$ cat src/rtl/pipe_pkg.sv
// Shared constants and state encoding for the valid/ready pipeline stage.
package pipe_pkg;

  localparam logic [31:0] NOP_INSTR = 32'h00000013;

  typedef enum logic [1:0] {
    EMPTY = 2'd0,
    FULL  = 2'd1,
    SKID  = 2'd2
  } pipe_state_e;

endpackage

$ cat src/rtl/pipe_stage_hs_sat_counter.sv
// Saturating up-counter; counts cycles with inc high and holds at all-ones.
module sat_counter #(
  parameter int CW = 16
) (
  input  logic          clk_i,
  input  logic          rst_i,
  input  logic          inc,
  output logic [CW-1:0] count
);

  logic [CW-1:0] count_q;
  logic [CW-1:0] count_d;

  always_comb begin
    count_d = count_q;
    if (inc && (count_q != {CW{1'b1}})) begin
      count_d = count_q + CW'(1);
    end
  end

  always_ff @(posedge clk_i or posedge rst_i) begin
    if (rst_i) begin
      count_q <= '0;
    end else begin
      count_q <= count_d;
    end
  end

  assign count = count_q;

endmodule

$ cat src/rtl/pipe_stage_hs.sv
// Valid/ready pipeline register with a one-entry skid buffer, flush-to-NOP
// and a saturating downstream stall counter.
//
// state | meaning
// EMPTY | nothing held, outputs present a NOP, ready
// FULL  | main holds the presented beat, skid free, ready
// SKID  | main presented, skid holds the next beat, not ready
module pipe_stage_hs
  import pipe_pkg::*;
#(
  parameter int PW = 96,
  parameter int CW = 16
) (
  input  logic          clk_i,
  input  logic          rst_i,
  input  logic          valid_i,
  output logic          ready_o,
  input  logic [31:0]   instr_i,
  input  logic [PW-1:0] payload_i,
  input  logic          flush_i,
  output logic          valid_o,
  input  logic          ready_i,
  output logic [31:0]   instr_o,
  output logic [PW-1:0] payload_o,
  output logic [CW-1:0] stall_cnt_o
);

  pipe_state_e   state_q, state_d;
  logic [31:0]   main_instr_q, main_instr_d;
  logic [PW-1:0] main_payload_q, main_payload_d;
  logic [31:0]   skid_instr_q, skid_instr_d;
  logic [PW-1:0] skid_payload_q, skid_payload_d;

  logic accept;
  logic send;

  // Both handshake outputs decode from registered state only, so ready_i
  // never reaches ready_o combinationally.
  assign valid_o = (state_q != EMPTY);
  assign ready_o = (state_q != SKID);
  assign accept  = valid_i && ready_o;
  assign send    = valid_o && ready_i;

  always_comb begin
    state_d        = state_q;
    main_instr_d   = main_instr_q;
    main_payload_d = main_payload_q;
    skid_instr_d   = skid_instr_q;
    skid_payload_d = skid_payload_q;

    if (flush_i) begin
      state_d        = EMPTY;
      main_instr_d   = NOP_INSTR;
      main_payload_d = '0;
      skid_instr_d   = NOP_INSTR;
      skid_payload_d = '0;
    end else begin
      unique case (state_q)
        EMPTY: begin
          if (accept) begin
            state_d        = FULL;
            main_instr_d   = instr_i;
            main_payload_d = payload_i;
          end
        end
        FULL: begin
          if (send && accept) begin
            main_instr_d   = instr_i;
            main_payload_d = payload_i;
          end else if (send) begin
            state_d        = EMPTY;
            main_instr_d   = NOP_INSTR;
            main_payload_d = '0;
          end else if (accept) begin
            state_d        = SKID;
            skid_instr_d   = instr_i;
            skid_payload_d = payload_i;
          end
        end
        SKID: begin
          if (send) begin
            state_d        = FULL;
            main_instr_d   = skid_instr_q;
            main_payload_d = skid_payload_q;
          end
        end
        default: begin
          state_d = EMPTY;
        end
      endcase
    end
  end

  always_ff @(posedge clk_i or posedge rst_i) begin
    if (rst_i) begin
      state_q        <= EMPTY;
      main_instr_q   <= NOP_INSTR;
      main_payload_q <= '0;
      skid_instr_q   <= NOP_INSTR;
      skid_payload_q <= '0;
    end else begin
      state_q        <= state_d;
      main_instr_q   <= main_instr_d;
      main_payload_q <= main_payload_d;
      skid_instr_q   <= skid_instr_d;
      skid_payload_q <= skid_payload_d;
    end
  end

  assign instr_o   = main_instr_q;
  assign payload_o = main_payload_q;

  // Flush does not touch the counter; only reset clears it.
  sat_counter #(
    .CW(CW)
  ) u_stall_cnt (
    .clk_i (clk_i),
    .rst_i (rst_i),
    .inc   (valid_o && !ready_i),
    .count (stall_cnt_o)
  );

endmodule

$ cat config.mk
export PLATFORM = sky130hd
export DESIGN_NAME = pipe_stage_hs
export DESIGN_NICKNAME = d
export VERILOG_FILES = /design/src/rtl/pipe_pkg.sv /design/src/rtl/pipe_stage_hs_sat_counter.sv /design/src/rtl/pipe_stage_hs.sv
export SDC_FILE = /design/constraint.sdc
export NUM_CORES = 1
export LEC_CHECK = 0
export ABC_CLOCK_PERIOD_IN_PS = 9470
export CAP_MARGIN = 15
export CORE_ASPECT_RATIO = 2
export CORE_MARGIN = 2
export CORE_UTILIZATION = 51
export DETAILED_ROUTE_END_ITERATION = 7
export GPL_TIMING_DRIVEN = 1
export PLACE_DENSITY_LB_ADDON = 0.12
export SYNTH_ARGS = -nofsm -noshare
export SYNTH_HDL_FRONTEND = slang
export SYNTH_SLANG_ARGS = --single-unit
$ cat constraint.sdc
create_clock -name clk_i -period 9.47 [get_ports clk_i]
set_input_delay 0.947 -clock clk_i [delete_from_list [all_inputs] [get_ports clk_i]]
set_output_delay 0.947 -clock clk_i [all_outputs]
set_load 0.005 [all_outputs]
=== Word-level counts from Yosys, hierarchy flattened ===
Cells that the tools add are included.

* Register bits: 274
* Bits of input ports: 133
* Logic and storage cells: 59

* $add $sub $neg: 1
* Equality and inequality tests: 11
* Mux-type cells: 27
* Reductions and logical operators: 14

{| class="wikitable"
|+ Operator list
! cell !! count
|-
| 96-bit two-way mux || 9
|-
| 32-bit two-way mux || 9
|-
| 96-bit one-hot mux with 3 select lines || 1
|-
| 32-bit one-hot mux with 3 select lines || 1
|-
| 16-bit by 1-bit adder with 16-bit output, second input constant || 1
|-
| 16-bit inequality test, second input constant || 1
|-
| 2-bit two-way mux || 6
|-
| 4-bit AND reduction || 3
|-
| 3-bit inequality test, second input constant || 3
|-
| 4-bit inequality test, second input constant || 2
|-
| 2-bit inequality test, second input constant || 3
|-
| 2-bit one-hot mux with 3 select lines || 1
|-
| 2-bit nonzero test || 3
|-
| 1-bit logical AND || 5
|-
| 4-bit nonzero test || 1
|-
| 2-bit by 1-bit == test with 1-bit output, second input constant || 1
|-
| 2-bit == test, second input constant || 1
|-
| 2-bit zero test || 1
|-
| 1-bit zero test || 1
|}

=== Longest topological paths before layout ===
Gate-level depths: netlist (run 1).

* Depth after elaboration: 7
* Depth in mapped cells: 9
* Gate-level depth less buffers: 6

=== By module ===
A second synthesis (run 1) with hierarchy kept.

* Cell total of the unflattened synthesis: 1101
* Area, all modules: 12398.1 µm²

{| class="wikitable"
|+ By module, submodules not included
! module !! times used !! cells an instance !! area each (µm²)
|-
| pipe_stage_hs || 1 || 1030 || 11592.4
|-
| sat_counter || 1 || 71 || 805.8
|}

=== Worst setup path before layout (run 1) ===
No wires, ideal clock.

* Path type: input to register
* From: input ready_i
* To: register u_stall_cnt.count_q[15] (netlist: u_stall_cnt.count[15])
* Arrival: 1936 ps
* Setup slack: 7406 ps
* Stages on the path: 4
* Path buffers: 0
* Cell sequence: nor2_1 > nand4_2 > nor4_1 > mux2_1

* Word-level cells in the longest chain between the ends: 3

{| class="wikitable"
|+ RTL lines
! element !! RTL line !! RTL
|-
| start, declared || pipe_stage_hs.sv:22 || <nowiki>input logic ready_i,</nowiki>
|-
| 1-bit zero test || pipe_stage_hs.sv:119 || <nowiki>.inc (valid_o && !ready_i),</nowiki>
|-
| 1-bit logical AND || pipe_stage_hs.sv:119 ||
|-
| 1-bit logical AND || pipe_stage_hs_sat_counter.sv:16 || <nowiki>if (inc && (count_q != {CW{1'b1}})) begin</nowiki>
|-
| end signal, assigned || pipe_stage_hs_sat_counter.sv:25 || <nowiki>count_q <= count_d;</nowiki>
|-
| end, declared || pipe_stage_hs_sat_counter.sv:11 || <nowiki>logic [CW-1:0] count_q;</nowiki>
|}

Every way passes these cells.
A chain may end at the register's enable or synchronous reset.

=== Worst setup path in the final report (run 1) ===
* From: input ready_i
* To: register main_instr_q[0] (netlist: instr_o[0])

* Word-level cells in the longest chain between the ends: 5

{| class="wikitable"
|+ RTL lines
! element !! RTL line !! RTL
|-
| 1-bit logical AND (*) || pipe_stage_hs.sv:42 || <nowiki>assign send = valid_o && ready_i;</nowiki>
|-
| 1-bit logical AND || pipe_stage_hs.sv:67 || <nowiki>if (send && accept) begin</nowiki>
|-
| 32-bit two-way mux || pipe_stage_hs.sv:67 ||
|-
| 32-bit one-hot mux with 3 select lines || pipe_stage_hs.sv:58 || <nowiki>unique case (state_q)</nowiki>
|-
| 32-bit two-way mux || pipe_stage_hs.sv:51 || <nowiki>if (flush_i) begin</nowiki>
|-
| end signal, assigned || pipe_stage_hs.sv:103 || <nowiki>main_instr_q <= main_instr_d;</nowiki>
|-
| end, declared || pipe_stage_hs.sv:29 || <nowiki>logic [31:0] main_instr_q, main_instr_d;</nowiki>
|}

Every way passes the cells marked *; elsewhere a longest branch is shown, timed or not.

==> metrics.yaml, run 1 <==
status: "completed"
cts_hold_buf: 0
grt_pass1_wl_mm: 57.4
numCtsBuffers: 25
max-cap-violations: 0
clk_latency_ns: 0.54
antenna_found_initial: 4
dp_hpwl_mm: 21.7
cts_resized: 0
hp-start: "skid_instr_q[0]"
clk_pin_slew_ns: 0.07
area_delta_synth_final_pct: 28.2
ant_nets: 0
die-width_um: 116
cp.arrival_ns: 4.13
cts_max_path_buffers: 3
drive_above_1_share: 0.0520
drt_iter0_markers: 782
grt_use_met3: 0.0466
timing.critical_path.to_type: "flop"
cts_setup_buffers: 0
max_slew_margin: 0.245
critPathTopFamily: "buffers and inverters"
synthCells: 1242
h-tree-depth: 1
yosysSeqAreaShare: 0.540
met2_usage: 0.452
nNetsFinal: 1582
detailedPlace.worstSlack_ns: 5.25
worstPathMaxFanout: 91
tightest_slew_ns: 1.13
grtUsageMet1: 0.360
ys_warn_count: 0
max_freq_mhz: 273
cp.required_ns: 9.94
setup_slack_ns: 5.81
crit_chain: "clkdlybuf4s50_1 > nand2b_1 > mux2i_1 > nor2_4 > buf_4 > mux2_2"
grt_pass1_vias: 10600
finalHoldViolCount: 0
synth.distinct_cells: 44
grt.busiest_layer: "met2"
post-route-period-util: 0.387
pin_count: 279
critPathMaxStageDelay_ns: 0.97
synth-main-ff-cell: "dfrtp_1"
slowest_stage: "buf_4"
synthArstFlopShare: 1.00
cts-root-buf: "clkbuf_16"
synth.cell_area_sq_um: 12700
timing.rr.start: "state_q[0]"
firstDrtPassIters: 5
setup_tns_ns: 0
core_area_sq_um: 24500
yosysTopAreaCell: "dfrtp_1"
power_per_cell_area_nw_per_um2: 194
rows: 81
wl_per_cell_um: 20.6
finalSetupViolations: 0
crit_type: "primary input to flop"
synth-edff-count: 0
ys_ff_latch: 274
yosysTopAreaCellShare: 0.527
numClockSinks: 274
fp.dieH_um: 227
synth_area_leaders: "dfrtp_1 53%, o2bb2ai_1 8.6%, a221oi_1 8.5%"
leakagePower_nw: 6.53
drc: 0
io_buffers: 278
rsz0062_at_grt: "no"
cts_tree: "built"
viasPerCell: 5.98
synthesis.nets: 1379
startpoint_type: "primary input"
hold_path.class: "flop to flop"
finalMaxSlewViolations: 0
grt_start_max_net_pins: 141
route.vias.total: 10700
avgSynthCellArea_sq_um: 10.2
skew_ns: 0.0167
vdd_drop_max_v: 0.000150
grt_use_total: 0.275
period_needed_ns: 3.66
die-area_sq_um: 26300
fillers: 2035
gp_congestion: 0.846
overflow: 0
holdWs_ns: 0.484
crit_buf_inv: 2
setup.worst_path.start: "ready_i"
start_util: 0.518
finalWirelength_mm: 36.9
placed cells by master (no fill, tap or decap), drive strengths merged, types with 3 or more instances in the layout:
| cell type | synthesis | final |
|---|---|---|
| nand2 | 264 | 264 |
| nor4 | 4 | 4 |
| nand3 | 4 | 4 |
| nand3b | 3 | 3 |
| nor3 | 4 | 4 |
| a221oi | 126 | 126 |
| diode | 0 | 3 |
| mux2 | 5 | 5 |
| nand4 | 6 | 6 |
| buf | 70 | 12 |
| nor4b | 4 | 4 |
| a21oi | 135 | 135 |
| xor2 | 12 | 12 |
| ha | 4 | 4 |
| dfstp | 6 | 6 |
| nor2 | 6 | 6 |
| nor2b | 127 | 127 |
| clkbuf | 43 | 38 |
| o2bb2ai | 125 | 125 |
| clkinv | 0 | 3 |
| dfrtp | 268 | 268 |
| inv | 5 | 6 |
| o21ai | 5 | 5 |
| clkdlybuf4s50 | 0 | 277 |
layer usage:
metal  share of wire  routed length (um)
met5         0.00035                  13
met4           0.039                1450
met2            0.51               18700
met3           0.063                2320
met1            0.39               14500
state kept, by name, indices dropped and copies added (netlist names):
signal,flops
instr_o,32
state_q,2
u_stall_cnt.count,16
payload_o,96
skid_payload_q,96
skid_instr_q,32
cells in the mapped netlist, types with 3 or more instances:
cell / instances
dfrtp_1: 268
nand2_1: 264
a21oi_1: 135
nor2b_1: 127
o2bb2ai_1: 125
a221oi_1: 124
buf_2: 59
clkbuf_1: 42
xor2_1: 12
buf_6: 6
dfstp_2: 6
nor2_1: 6
inv_1: 5
buf_1: 4
ha_1: 4
nand3_1: 4
o21ai_0: 4
mux2_2: 3
nand3b_1: 3
nand4_1: 3
nor4_1: 3
cells by family after synthesis:
family	count (synthesis)	share of synthesized area
AO/OA/AOI/OAI	394	0.231
XOR/XNOR	13	0.00895
adder cells (fa/ha/maj)	4	0.00394
buffers and inverters	118	0.0446
flip-flops	274	0.540
multiplexers	6	0.00521
AND/OR/NAND/NOR	433	0.167
worst paths after layout:
check	end	slack (ns)	cells after the start
min	skid_instr_q[0]	0.48	2
max	instr_o[0]	5.81	6
max in group asynchronous	payload_o[2]	7.15	3
min in group asynchronous	payload_o[38]	1.01	2
max reg2reg	instr_o[0]	5.93	7
min reg2reg	skid_instr_q[0]	0.48	2
worst register-to-register path, cell delays in order (launching register included):
cell	delay, ns
dfrtp_1	0.40
inv_1	0.13
ha_1	0.34
nor2_1	0.13
mux2i_1	0.22
nor2_4	0.82
buf_4	0.98
mux2_2	0.48
report_power, final:
| part | internal (mW) | total, mW | switching (mW) |
|---|---|---|---|
| registers | 1.30 | 1.40 | 0.0954 |
| logic | 0.369 | 0.781 | 0.411 |
| clock network | 0.541 | 0.981 | 0.440 |
through the flow:
step                       util  cell area (sq um)  total power, mW  cells
after floorplan               -              12700             1.82   1242
after global placement    0.632              15500             2.19   1750
after detailed placement  0.632              15500             2.20   1750
after CTS                 0.664              16300             3.18   1793
after global routing      0.664              16300             3.31   1796
final                     0.664              16300             3.16   1796
area by class of cell:
cell class	count	area (sq um)	share of cell area
Inverter	5	26.3	0.00161
Multi-Input combinational cell	850	5330	0.327
Timing Repair Buffer	289	2880	0.176
Tap cell	332	415	0.0255
Clock inverter	5	31.3	0.00192
Antenna cell	3	7.51	0.000461
Sequential cell	274	6860	0.421
Clock buffer	38	744	0.0457
Note: power is estimated with default switching activity, not from simulation.
==> run 2: changes to the inputs <==
--- a/config.mk
+++ b/config.mk
@@ -5,7 +5,7 @@
 export SDC_FILE = /design/constraint.sdc
 export NUM_CORES = 1
 export LEC_CHECK = 0
-export ABC_CLOCK_PERIOD_IN_PS = 9470
+export ABC_CLOCK_PERIOD_IN_PS = 3500
 export CAP_MARGIN = 15
 export CORE_ASPECT_RATIO = 2
 export CORE_MARGIN = 2
==> constraint.sdc (replaced) <==
create_clock -name clk_i -period 3.5 [get_ports clk_i]
set_input_delay 0.35 -clock clk_i [delete_from_list [all_inputs] [get_ports clk_i]]
set_output_delay 0.35 -clock clk_i [all_outputs]
set_load 0.005 [all_outputs]
==> run 2 against run 1 <==
Effect of this change:
- flip-flop and latch count stayed put
- combinational power rose to 2.8 times the previous value
- sequential power rose to 2.7 times the previous value
- non-clock buffer count up 12
- global-route usage up 0.42 points
- critical path depth grew 1
- first-iteration DRC count rose by 9.1%
- final area is 1.8% higher
- hold slack got worse by 0.11 ns
- clock-buffer cell count shrank 5
- critical path type is now flop to flop
- largest power group unchanged
- highest routed layer is now met4
==> metrics.yaml, run 2 (synthesis gave the netlist of run 1 again) <==
cts_tree: "built"
ant_nets: 0
cts-root-buf: "clkbuf_16"
crit_buf_inv: 2
leakagePower_nw: 6.67
h-tree-depth: 1
layout_common_cells: "277 x clkdlybuf4s50_1, 268 x dfrtp_1, 264 x nand2_1"
die-area_sq_um: 26300
tightest_slew_ns: 0.988
die-width_um: 116
cp.required_ns: 3.96
startpoint_type: "flop"
nNetsFinal: 1594
crit_chain: "inv_1 > ha_1 > nor2_1 > mux2i_1 > nor2_4 > buf_4 > mux2_2"
cts_hold_buf: 0
slowest_stage: "buf_4"
gp_congestion: 0.804
numCtsBuffers: 25
dpl_cell_area_sq_um: 15700
drc: 0
fp.dieH_um: 227
p_total_mw: 8.83
status: "completed"
critPathTopFamily: "buffers and inverters"
antenna_cells: 0
viasPerCell: 6.03
timing.critical_path.to_type: "flop"
grt_pass1_wl_mm: 58.6
finalMaxSlewViolations: 0
numClockSinks: 274
drt_iter0_markers: 853
start_util: 0.518
core_area_sq_um: 24500
rows: 81
max_slew_margin: 0.340
cts_setup_buffers: 0
grt_pass1_vias: 11000
finalSetupViolations: 0
cts_max_path_buffers: 3
antenna_found_initial: 0
max_freq_mhz: 412
crit_type: "flop to flop"
clk_latency_ns: 0.53
max-cap-violations: 0
drive_above_1_share: 0.0625
period_needed_ns: 2.42
clk_pin_slew_ns: 0.07
power_per_cell_area_nw_per_um2: 532
cp.arrival_ns: 2.88
setup_tns_ns: 0
final_common_cell: "clkdlybuf4s50_1"
worstPathMaxFanout: 57
route.vias.total: 10900
firstDrtPassIters: 5
grt_use_total: 0.280
final_area_sq_um: 16600
pin_count: 279
dp_hpwl_mm: 22.1
rsz0062_at_grt: "no"
vdd_drop_max_v: 0.000387
finalWirelength_mm: 37.0
wl_per_cell_um: 20.5
post-route-period-util: 0.693
cts_resized: 0
place_inst: 1762
io_buffers: 278
hold_path.class: "primary input to flop"
skew_ns: 0.0135
critPathMaxStageDelay_ns: 0.57
grt_start_max_net_pins: 130
fin_cells: 1805
overflow: 0
final_util: 0.676
finalHoldViolCount: 0
area_delta_synth_final_pct: 30.4
[run 2: cell types whose count changed in the layout (fill, tap and decap cells not counted)]
cell and change:
clkbuf_8 -1, diode_2 -3, clkinvlp_4 +1, buf_4 +1, inv_6 -1, bufinv_16 +3, buf_12 +11, clkinv_2 +2
clkbuf_1 -4
[run 2: where the power goes]
group	total (mW)	internal, mW	leakage, nW	switching (mW)
Combinational	2.16	1.04	2.51	1.13
Sequential	3.78	3.52	3.74	0.259
Clock	2.89	1.66	0.422	1.23
[run 2: per-stage QoR]
step                      worst slack [ns]  hold slack (ns)
after floorplan                     -0.468            0.464
after global placement                1.06            0.470
after detailed placement              1.01            0.473
after CTS                             1.06            0.359
after global routing                 0.937            0.405
final                                 1.08            0.379
[run 2: worst min-delay path, stage by stage]
cell             delay, ns
clkdlybuf4s50_1       0.41
nand2_1               0.06
nand3b_1              0.07
[run 2: metal layers]
metal	track usage	routed length, um
met5	0	0
met4	0.115	1610
met3	0.0423	2070
met2	0.476	18700
met1	0.355	14600
[run 2: worst paths after layout]
check	startpoint	to	slack, ns	cells after the start
min reg2reg	payload_o[40]	payload_o[40]	0.49	1
max in group asynchronous	rst_i	instr_o[4]	2.27	3
min in group asynchronous	rst_i	skid_payload_q[33]	0.39	2
max	state_q[0]	instr_o[1]	1.08	7
min	instr_i[4]	skid_instr_q[4]	0.38	3
max reg2reg	state_q[0]	instr_o[1]	1.08	7
[run 2: final cells by class]
type	instances	area [sq um]
clock buffer	33	716
multi-input combinational	850	5330
fill	1948	7940
sequential	274	6860
inverter	5	22.5
tap	332	415
clock inverter	10	134
timing repair buffer	301	3100
